**src/rtl/rl_pkg.sv**
```systemverilog
// Shared definitions for the grid-world Q-learning blocks: grid geometry,
// action encodings, FSM state type and the Q-table address mapping.
package rl_pkg;

    localparam int N_STATES   = 25;
    localparam int GRID_W     = 5;
    localparam int N_ACTIONS  = 4;
    localparam int GOAL_STATE = 25;
    localparam int Q_W        = 16;
    localparam int ADDR_W     = 7;
    localparam int STATE_W    = 6;

    // Action encodings, shared with the state-transition block.
    typedef enum logic [1:0] {
        ACT_RIGHT = 2'd0,
        ACT_UP    = 2'd1,
        ACT_LEFT  = 2'd2,
        ACT_DOWN  = 2'd3
    } action_e;

    // Q update sequencer states.
    typedef enum logic [2:0] {
        ST_IDLE  = 3'd0,
        ST_FETCH = 3'd1,
        ST_DRAIN = 3'd2,
        ST_CALC  = 3'd3,
        ST_WRITE = 3'd4
    } qu_state_e;

    // Q-table entry for (state, action): states are 1-based, four actions each.
    function automatic logic [ADDR_W-1:0] q_addr(input logic [STATE_W-1:0] s,
                                                 input logic [1:0]         a);
        logic [ADDR_W-1:0] base;
        base = {1'b0, s} - 7'd1;
        return (base << 2) + {5'd0, a};
    endfunction

    // True when a state number lies on the grid (1..N_STATES).
    function automatic logic state_valid(input logic [STATE_W-1:0] s);
        return (s >= 6'd1) && (s <= 6'(N_STATES));
    endfunction

endpackage

```
**src/rtl/q_max4.sv**
```systemverilog
// Combinational signed maximum of four Q values, built as a two-level
// compare tree. On ties either operand is chosen; the value is identical.
module q_max4 #(
    parameter int W = 16
) (
    input  logic [W-1:0] in0,
    input  logic [W-1:0] in1,
    input  logic [W-1:0] in2,
    input  logic [W-1:0] in3,
    output logic [W-1:0] max_q
);

    logic signed [W-1:0] leaf [4];
    logic signed [W-1:0] pair [2];

    assign leaf[0] = in0;
    assign leaf[1] = in1;
    assign leaf[2] = in2;
    assign leaf[3] = in3;

    // First level: winner of each adjacent pair.
    generate
        for (genvar gi = 0; gi < 2; gi++) begin : g_pair
            assign pair[gi] = (leaf[2*gi] >= leaf[2*gi+1]) ? leaf[2*gi] : leaf[2*gi+1];
        end
    endgenerate

    // Second level: overall winner.
    assign max_q = (pair[0] >= pair[1]) ? pair[0] : pair[1];

endmodule

```
**src/rtl/q_update_unit.sv**
```systemverilog
// One-step Q-learning update: fetches Q(s,a) and Q(s',0..3) from an external
// table with one-cycle read latency, computes
//   Q(s,a) += alpha * (r + gamma*max Q(s',.) - Q(s,a))
// and writes the saturated result back. Invalid requests finish immediately
// with err set and no write.
module q_update_unit
    import rl_pkg::*;
#(
    parameter int         Q_W         = rl_pkg::Q_W,
    parameter int         ALPHA_SHIFT = 2,
    parameter logic [7:0] GAMMA       = 8'd230
) (
    input  logic           clk,
    input  logic           rst,
    input  logic           start,
    input  logic [5:0]     current_state,
    input  logic [3:0]     at,
    input  logic [5:0]     next_state,
    input  logic [Q_W-1:0] reward,
    output logic [6:0]     q_rd_addr,
    input  logic [Q_W-1:0] q_rd_data,
    output logic           q_wr_en,
    output logic [6:0]     q_wr_addr,
    output logic [Q_W-1:0] q_wr_data,
    output logic           busy,
    output logic           done,
    output logic           err
);

    // Arithmetic width: two guard bits above the Q format.
    localparam int CW = Q_W + 2;
    localparam logic signed [CW-1:0] Q_MAX = {3'b000, {(Q_W-1){1'b1}}};
    localparam logic signed [CW-1:0] Q_MIN = {3'b111, {(Q_W-1){1'b0}}};

    qu_state_e      state_q, state_d;
    logic [2:0]     idx_q, idx_d;
    logic [5:0]     s_q, s_d;
    logic [1:0]     a_q, a_d;
    logic [5:0]     sn_q, sn_d;
    logic [Q_W-1:0] r_q, r_d;
    logic [Q_W-1:0] q_sa_q, q_sa_d;
    logic [Q_W-1:0] qn_q [4];
    logic [Q_W-1:0] qn_d [4];
    logic [6:0]     rd_addr_q, rd_addr_d;
    logic           wr_en_q, wr_en_d;
    logic [6:0]     wr_addr_q, wr_addr_d;
    logic [Q_W-1:0] wr_data_q, wr_data_d;
    logic           busy_q, busy_d;
    logic           done_q, done_d;
    logic           err_q, err_d;

    logic                 inputs_ok;
    logic [Q_W-1:0]       max_q;
    logic signed [Q_W+8:0] disc_prod;
    logic signed [CW-1:0] disc;
    logic signed [CW-1:0] target;
    logic signed [CW-1:0] td;
    logic signed [CW-1:0] sa_ext;
    logic signed [CW-1:0] q_new_wide;
    logic [Q_W-1:0]       q_new_sat;
    logic                 unused_frac;

    q_max4 #(.W(Q_W)) u_max4 (
        .in0   (qn_q[0]),
        .in1   (qn_q[1]),
        .in2   (qn_q[2]),
        .in3   (qn_q[3]),
        .max_q (max_q)
    );

    assign inputs_ok = state_valid(current_state) && state_valid(next_state) && (at < 4'd4);

    // TD update datapath, evaluated on the captured operands during CALC.
    always_comb begin
        disc_prod  = $signed({{Q_W{1'b0}}, GAMMA}) * $signed({{9{max_q[Q_W-1]}}, max_q});
        // Terminal transition: no future value is bootstrapped.
        if (sn_q == 6'(GOAL_STATE)) begin
            disc = '0;
        end else begin
            disc = {disc_prod[Q_W+8], disc_prod[Q_W+8:8]};
        end
        sa_ext     = {{2{q_sa_q[Q_W-1]}}, q_sa_q};
        target     = $signed({{2{r_q[Q_W-1]}}, r_q}) + disc;
        td         = target - sa_ext;
        q_new_wide = sa_ext + (td >>> ALPHA_SHIFT);
        if (q_new_wide > Q_MAX) begin
            q_new_sat = Q_MAX[Q_W-1:0];
        end else if (q_new_wide < Q_MIN) begin
            q_new_sat = Q_MIN[Q_W-1:0];
        end else begin
            q_new_sat = q_new_wide[Q_W-1:0];
        end
    end

    // Fractional bits of gamma*maxQ are dropped by the Q0.8 scaling.
    assign unused_frac = ^disc_prod[7:0];

    // Sequencer next-state and registered-output logic.
    always_comb begin
        state_d   = state_q;
        idx_d     = idx_q;
        s_d       = s_q;
        a_d       = a_q;
        sn_d      = sn_q;
        r_d       = r_q;
        q_sa_d    = q_sa_q;
        qn_d      = qn_q;
        rd_addr_d = 7'd0;
        wr_en_d   = 1'b0;
        wr_addr_d = wr_addr_q;
        wr_data_d = wr_data_q;
        done_d    = 1'b0;
        err_d     = 1'b0;

        case (state_q)
            ST_IDLE: begin
                if (start) begin
                    s_d   = current_state;
                    a_d   = at[1:0];
                    sn_d  = next_state;
                    r_d   = reward;
                    idx_d = 3'd0;
                    if (inputs_ok) begin
                        state_d   = ST_FETCH;
                        rd_addr_d = q_addr(current_state, at[1:0]);
                    end else begin
                        // Rejected request: report immediately, never touch the table.
                        state_d   = ST_WRITE;
                        wr_addr_d = 7'd0;
                        wr_data_d = '0;
                        done_d    = 1'b1;
                        err_d     = 1'b1;
                    end
                end
            end

            ST_FETCH: begin
                // Data returned now belongs to the address issued at idx-1.
                case (idx_q)
                    3'd1:    q_sa_d  = q_rd_data;
                    3'd2:    qn_d[0] = q_rd_data;
                    3'd3:    qn_d[1] = q_rd_data;
                    3'd4:    qn_d[2] = q_rd_data;
                    default: ;
                endcase
                if (idx_q == 3'd4) begin
                    state_d = ST_DRAIN;
                end else begin
                    idx_d     = idx_q + 3'd1;
                    rd_addr_d = q_addr(sn_q, idx_q[1:0]);
                end
            end

            ST_DRAIN: begin
                qn_d[3] = q_rd_data;
                state_d = ST_CALC;
            end

            ST_CALC: begin
                state_d   = ST_WRITE;
                wr_en_d   = 1'b1;
                wr_addr_d = q_addr(s_q, a_q);
                wr_data_d = q_new_sat;
                done_d    = 1'b1;
            end

            ST_WRITE: begin
                state_d = ST_IDLE;
            end

            default: begin
                state_d = ST_IDLE;
            end
        endcase

        busy_d = (state_d != ST_IDLE);
    end

    // State and output registers; reset abandons any operation in flight.
    always_ff @(posedge clk) begin
        if (rst) begin
            state_q   <= ST_IDLE;
            idx_q     <= 3'd0;
            s_q       <= 6'd0;
            a_q       <= 2'd0;
            sn_q      <= 6'd0;
            r_q       <= '0;
            q_sa_q    <= '0;
            for (int i = 0; i < 4; i++) begin
                qn_q[i] <= '0;
            end
            rd_addr_q <= 7'd0;
            wr_en_q   <= 1'b0;
            wr_addr_q <= 7'd0;
            wr_data_q <= '0;
            busy_q    <= 1'b0;
            done_q    <= 1'b0;
            err_q     <= 1'b0;
        end else begin
            state_q   <= state_d;
            idx_q     <= idx_d;
            s_q       <= s_d;
            a_q       <= a_d;
            sn_q      <= sn_d;
            r_q       <= r_d;
            q_sa_q    <= q_sa_d;
            qn_q      <= qn_d;
            rd_addr_q <= rd_addr_d;
            wr_en_q   <= wr_en_d;
            wr_addr_q <= wr_addr_d;
            wr_data_q <= wr_data_d;
            busy_q    <= busy_d;
            done_q    <= done_d;
            err_q     <= err_d;
        end
    end

    assign q_rd_addr = rd_addr_q;
    assign q_wr_en   = wr_en_q;
    assign q_wr_addr = wr_addr_q;
    assign q_wr_data = wr_data_q;
    assign busy      = busy_q;
    assign done      = done_q;
    assign err       = err_q;

endmodule

```
**config.mk**
```make
export PLATFORM = sky130hd
export DESIGN_NAME = q_update_unit
export DESIGN_NICKNAME = d
export VERILOG_FILES = /design/src/rtl/rl_pkg.sv /design/src/rtl/q_max4.sv /design/src/rtl/q_update_unit.sv
export SDC_FILE = /design/constraint.sdc
export NUM_CORES = 1
export LEC_CHECK = 0
export BUFFER_PORTS_ARGS = -buffer_cell sky130_fd_sc_hd__buf_2
export CAP_MARGIN = 20
export CELL_PAD_IN_SITES_DETAIL_PLACEMENT = 0
export CELL_PAD_IN_SITES_GLOBAL_PLACEMENT = 1
export CORE_MARGIN = 5
export CORE_UTILIZATION = 42
export DETAILED_ROUTE_END_ITERATION = 6
export GPL_TIMING_DRIVEN = 0
export HOLD_SLACK_MARGIN = 0.08
export PLACE_DENSITY = 0.88
export SETUP_SLACK_MARGIN = 0.1
export SKIP_CTS_REPAIR_TIMING = 1
export SLEW_MARGIN = 10
export SYNTH_ARGS = -nofsm -noshare
export SYNTH_HDL_FRONTEND = slang
export SYNTH_SLANG_ARGS = --single-unit
```
**constraint.sdc**
```tcl
create_clock -name clk -period 11.5 [get_ports clk]
set_input_delay 2.875 -clock clk [delete_from_list [all_inputs] [get_ports clk]]
set_output_delay 2.875 -clock clk [all_outputs]
set_load 0.05 [all_outputs]
```
## Word-level counts from Yosys, hierarchy flattened

Cells that the tools add are included.

- Flip-flop bits (word level): 149
- Logic and storage cells: 94
- Input bits: 51

- Reduce and logical (&&, ||, !) cells: 16
- Add/subtract/negate cells: 10
- Bitwise logic cells: 1
- Multipliers: 1
- Eq/ne operators: 11
- $lt $le $gt $ge: 10
- Mux-type cells: 27

Operators with widths:

| kind | number |
|---|---|
| 16-bit 2-to-1 mux | 7 |
| 16-bit greater-or-equal comparator | 3 |
| 7-bit 2-to-1 mux | 5 |
| 16-bit one-hot mux with 2 select lines | 1 |
| 7-bit one-hot mux with 2 select lines | 2 |
| 8-bit by 16-bit multiplier with 24-bit output, first input constant | 1 |
| 7-bit by 2-bit adder with 7-bit output | 3 |
| 16-bit by 18-bit adder with 18-bit output | 1 |
| 18-bit 2-to-1 mux | 1 |
| 18-bit by 16-bit subtractor with 18-bit output | 1 |
| 16-bit by 16-bit adder with 17-bit output | 1 |
| 17-bit by 16-bit greater-than comparator with 1-bit output, second input constant | 1 |
| 17-bit by 16-bit less-than comparator with 1-bit output, second input constant | 1 |
| 3-bit 2-to-1 mux | 5 |
| 5-bit by 1-bit subtractor with 5-bit output, second input constant | 3 |
| 3-bit by 2-bit == test with 1-bit output, second input constant | 4 |
| 6-bit by 1-bit greater-or-equal comparator with 1-bit output, second input constant | 2 |
| 6-bit by 5-bit <= comparator with 1-bit output, second input constant | 2 |
| 3-bit one-hot mux with 4 select lines | 1 |
| 2-bit AND reduction | 5 |
| 3-bit by 1-bit == test with 1-bit output, second input constant | 2 |
| 6-bit by 5-bit == test with 1-bit output, second input constant | 1 |
| 2-bit != test, second input constant | 3 |
| 3-bit one-hot mux with 2 select lines | 1 |
| 12 further kinds | 19 |

## Longest topological paths before layout

- Depth after elaboration: 13
- Gate-level depth with buffers: 60
- Mapped depth without buffers: 56

## By module

A second synthesis with hierarchy kept.

- Cell total of the unflattened synthesis: 1,419
- Area, all modules: 11,608.6 µm²

By module, submodules not included:

| module | cells each | sequential area each (µm²) | instances | area an instance (µm²) |
|---|---|---|---|---|
| q_update_unit | 1,197 | 2,982.9 | 1 | 9,839.4 |
| q_max4 | 222 | 0.0 | 1 | 1,769.2 |

## Worst setup path after synthesis

Ideal clock, no wire load.

- Kind: reg-to-reg
- From: reg qn_q[13] in the netlist's numbering
- To: reg wr_data_q[8] (netlist: q_wr_data[8])
- Period minus slack after synthesis: 11.973 ns
- Data arrival time: 11.851 ns
- Cell stages (with the launch flop): 54
- Slack: -0.473 ns
- Required time: 11.378 ns
- Path through: dfxtp_1 > inv_1 > ha_1 > nand4_1 > a2111o_1 > a21o_1 > nand2_1 > buf_2 > mux2i_1 > ha_1 > a211oi_1 > o21ai_1 > a221oi_2 > nor3b_1 > o211ai_1 > a311oi_2 > nor3b_4 > and2_1 > (+18 left out) > ha_1 > or3_1 > a2111oi_0 > nor4b_1 > o21a_1 > o21ai_1 > nor2b_1 > xnor2_1 > ha_1 > a21oi_1 > nor2b_1 > or4_1 > a21oi_1 > nor2_1 > mux2i_1 > inv_1 > clkbuf_1 > a221o_1

- Word-level cells in the longest chain between the ends: 13
- Elaborated cells between the ends (all ways): 14
- Those cells by class: 3 x add/sub; 1 x mul; 4 x order compare; 6 x mux

RTL lines:

| what | RTL line | text |
|---|---|---|
| start: declaration | q_update_unit.sv:42 | `logic [Q_W-1:0] qn_q [4];` |
| start signal: assignment | q_update_unit.sv:207 | `qn_q <= qn_d;` |
| 16-bit greater-or-equal comparator | q_max4.sv:24 | `assign pair[gi] = (leaf[2*gi] >= leaf[2*gi+1]) ? leaf[2*gi] : leaf[2*gi+1];` |
| 16-bit 2-to-1 mux (*) | q_max4.sv:24 |  |
| 16-bit greater-or-equal comparator | q_max4.sv:29 | `assign max_q = (pair[0] >= pair[1]) ? pair[0] : pair[1];` |
| 16-bit 2-to-1 mux (*) | q_max4.sv:29 |  |
| 8-bit by 16-bit multiplier with 24-bit output (*) | q_update_unit.sv:75 | `disc_prod = $signed({{Q_W{1'b0}}, GAMMA}) * $signed({{9{max_q[Q_W-1]}}, max_q});` |
| 18-bit 2-to-1 mux (*) | q_update_unit.sv:77 | `if (sn_q == 6'(GOAL_STATE)) begin` |
| 16-bit by 18-bit adder with 18-bit output (*) | q_update_unit.sv:83 | `target = $signed({{2{r_q[Q_W-1]}}, r_q}) + disc;` |
| 18-bit by 16-bit subtractor with 18-bit output (*) | q_update_unit.sv:84 | `td = target - sa_ext;` |
| 16-bit by 16-bit adder with 17-bit output (*) | q_update_unit.sv:85 | `q_new_wide = sa_ext + (td >>> ALPHA_SHIFT);` |
| 17-bit by 16-bit less-than comparator with 1-bit output | q_update_unit.sv:88 | `end else if (q_new_wide < Q_MIN) begin` |
| 16-bit 2-to-1 mux | q_update_unit.sv:88 |  |
| 16-bit 2-to-1 mux (*) | q_update_unit.sv:86 | `if (q_new_wide > Q_MAX) begin` |
| 16-bit one-hot mux with 2 select lines (*) | q_update_unit.sv:115 | `case (state_q)` |
| end signal: assignment | q_update_unit.sv:211 | `wr_data_q <= wr_data_d;` |
| end: declaration | q_update_unit.sv:47 | `logic [Q_W-1:0] wr_data_q, wr_data_d;` |

Every way passes the cells marked *; elsewhere a longest branch is shown, timed or not.
A chain may end at the register's enable or synchronous reset.

## Worst setup path after layout

- From: reg qn_q[13] in the netlist's numbering
- To: reg wr_data_q[14] (netlist: q_wr_data[14])

Same word-level chain as after synthesis.

==> results.py <==
metrics = {
    "die": {
        "dieArea_um2": 30100,
        "ios": 85,
        "die_w_um": 174,
        "coreArea_um2": 26200,
        "die_y_um": 174,
        "rows": 59,
        "start_util": 0.429,
    },
    "critical_path": {
        "slowest_stage": "fa_1",
        "required_ns": 11.82,
        "worstPathArrival_ns": 12.48,
        "crit_path_max_incr_delay_ns": 0.58,
        "end_kind": "flip-flop",
        "r2r_cells": 53,
        "timing_worst_setup_path_type": "flip-flop to flip-flop",
        "startpoint_type": "flip-flop",
        "cp_max_fo": 8,
    },
    "timing": {
        "fmax_ghz": 0.0822,
        "finalMaxSlewViolations": 0,
        "worst_slew_pin_slew_ns": 1.04,
        "hold_viol": 0,
        "setup_viol": 16,
        "fin_ws_ns": -0.662,
        "relSlewSlack": 0.303,
        "rsz0062_at_grt": "yes",
        "fin_crit_sh": 1.06,
        "layout_min_cycle_time_ns": 12.16,
        "skew_ns": 0.0151,
        "fin_tns_setup_ns": -9.73,
    },
    "grt": {
        "grt_pass1_wl_um": 49100,
        "antenna_found_initial": 0,
        "overflow": 0,
        "grt_pass1_vias": 9711,
        "grt.total_usage": 0.200,
        "grt_max_degree": 20,
    },
    "run": {
        "drv_cap": 0,
    },
    "synthesis": {
        "netlist.area_leader.share": 0.265,
        "synth-edff-count": 0,
        "ys_seq_elements": 149,
        "synth_fp_nets": 1668,
        "synth.most_common_cell": "nand2_1",
        "ys.flop_type": "dfxtp_1",
        "synthesis.area_um2": 11200,
        "yosysUniqueCellTypes": 65,
        "ys_top_cells_by_count": "nand2_1, inv_1, a21oi_1, dfxtp_1, ha_1",
        "async_reset_ff_frac": 0,
        "avgSynthCellArea_um2": 7.89,
        "ys_warn_count": 0,
        "yosys-top-cells-area": "dfxtp_1, ha_1, fa_1",
        "yosys.area.top_type": "dfxtp_1",
        "netlist_instances": 1426,
        "synth_seq_area_share": 0.265,
    },
    "clocking": {
        "numClockSinks": 149,
        "clock-root-buffer": "clkbuf_16",
        "htreeDepth": 4,
        "numCtsBuffers": 17,
        "cts_buffer_depth": 2,
        "cts.clk_slew.worst_paths_ns": 0.07,
        "worstSkewPairLatency_ns": 0.43,
        "cts_tree": "done",
    },
    "run_status": {
        "violations": "negative setup slack",
        "status": "finished with violations",
    },
    "detailed_routing": {
        "first_pass_iters": 5,
        "drcViolationCount": 0,
        "ant_nets": 0,
        "viasPerCell": 5.34,
        "first_iter_violations": 693,
        "wl_um": 32700,
        "wl_per_cell_um": 17.0,
        "num_vias": 10281,
    },
    "pwr": {
        "p_seq_frac": 0.398,
        "swShare": 0.310,
        "vdd_drop_max_mv": 0.0778,
        "clock_power_share": 0.439,
        "leakagePower_nw": 5.90,
        "p_int_w": 0.000913,
        "power.share.combinational": 0.162,
        "p_per_area_nw_per_um2": 93.6,
        "p_switching_w": 0.000410,
    },
    "layout": {
        "fin_util": 0.539,
        "area_growth_syn_to_layout_pct": 25.6,
        "nets": 1820,
        "fillers": 2342,
        "insertedDiodeCount": 0,
        "drive_gt1_frac": 0.214,
    },
    "hold_path": {
        "holdPathStages": 2,
        "hold_class": "flip-flop to flip-flop",
    },
    "placed_design": {
        "place_hpwl_um": 24700,
        "gp_congestion": 0.915,
        "io_buffers": 83,
    },
}
## per-layer routing
metal | global-route usage | vias to the layer above | wire (um)
met1 | 0.275 | 4842 | 14600
li1 | - | 5085 | -
met2 | 0.325 | 301 | 15400
met4 | 0.0591 | 0 | 737
met3 | 0.0345 | 53 | 1990
met5 | 0 | - | 0
## kinds of logic (layout without fill, tap and decap cells)
group,after synthesis,count (layout),synth area share
fa+ha+maj,191,191,0.250
xor+xnor,44,44,0.0343
flops,149,149,0.265
simple gates,457,457,0.176
buf+inv,241,406,0.0827
compound gates,327,327,0.175
mux,17,17,0.0162
## worst max-delay path: cells and delay by family (launching register included)
kind,cells,cell delay [ns]
compound gates,19,4.16
simple gates,12,2.45
flops,1,0.36
buf+inv,9,0.84
fa+ha+maj,10,3.54
mux,2,0.52
xor+xnor,1,0.13
## area by class of cell
type	instances	area (um2)	area share
Buffer	50	290	0.0206
Clock buffer	17	425	0.0301
Sequential cell	149	3020	0.214
Clock inverter	15	199	0.0141
Inverter	191	717	0.0508
Timing Repair Buffer	133	812	0.0575
Multi-Input combinational cell	1036	8240	0.583
Tap cell	335	419	0.0297
## sequential cells by signal, summed over array words and instances, names as in the netlist, 2 cells and up
name	cells
a_q	2
q_wr_addr	7
q_wr_data	16
state_q	3
q_rd_addr	7
s_q	5
qn_q	64
r_q	16
q_sa_q	16
sn_q	6
idx_q	3
## final timing paths
check | start | end | slack [ns]
worst max register to register | qn_q[13] | q_wr_data[14] | -0.66
worst max-delay path | qn_q[13] | q_wr_data[14] | -0.66
worst min-delay path | qn_q[42] | qn_q[42] | 0.45
worst min register to register | qn_q[42] | qn_q[42] | 0.45
## stage by stage
stage	instances	cell area (um2)	hold slack (ns)	setup WS [ns]	total power, W
after CTS	1876	12800	0.458	-1.98	0.00130
final	1926	14100	0.454	-0.662	0.00132
after floorplan	1426	11300	0.431	0.107	0.000673
after detailed placement	1844	12200	0.444	-1.92	0.000725
after global placement	1844	12200	0.437	-1.78	0.000722
after global routing	1926	14100	0.479	-1.07	0.00138
## cell usage in the layout, fill, tap and decap left out, types with 19 or more instances in the layout
cell type,Yosys,routed
nor2_1,80,70
a21oi_1,185,159
a21oi_2,2,19
nor3_1,24,20
buf_2,2,83
inv_2,0,19
o21ai_0,34,21
buf_4,4,45
nand2_1,267,266
inv_1,191,172
ha_1,135,108
clkbuf_1,41,40
ha_4,0,21
fa_1,56,56
dfxtp_1,149,129
xnor2_1,31,31
## power by group through the flow
stage,registers [W],logic (W),clock network [W]
2_1_floorplan,0.000542,0.000131,0
3_3_place_gp,0.000540,0.000182,0
3_5_place_dp,0.000540,0.000184,0
4_1_cts,0.000528,0.000186,0.000586
5_1_grt,0.000528,0.000238,0.000610
6_report,0.000527,0.000215,0.000581
Power figures use the tool's default switching activity.
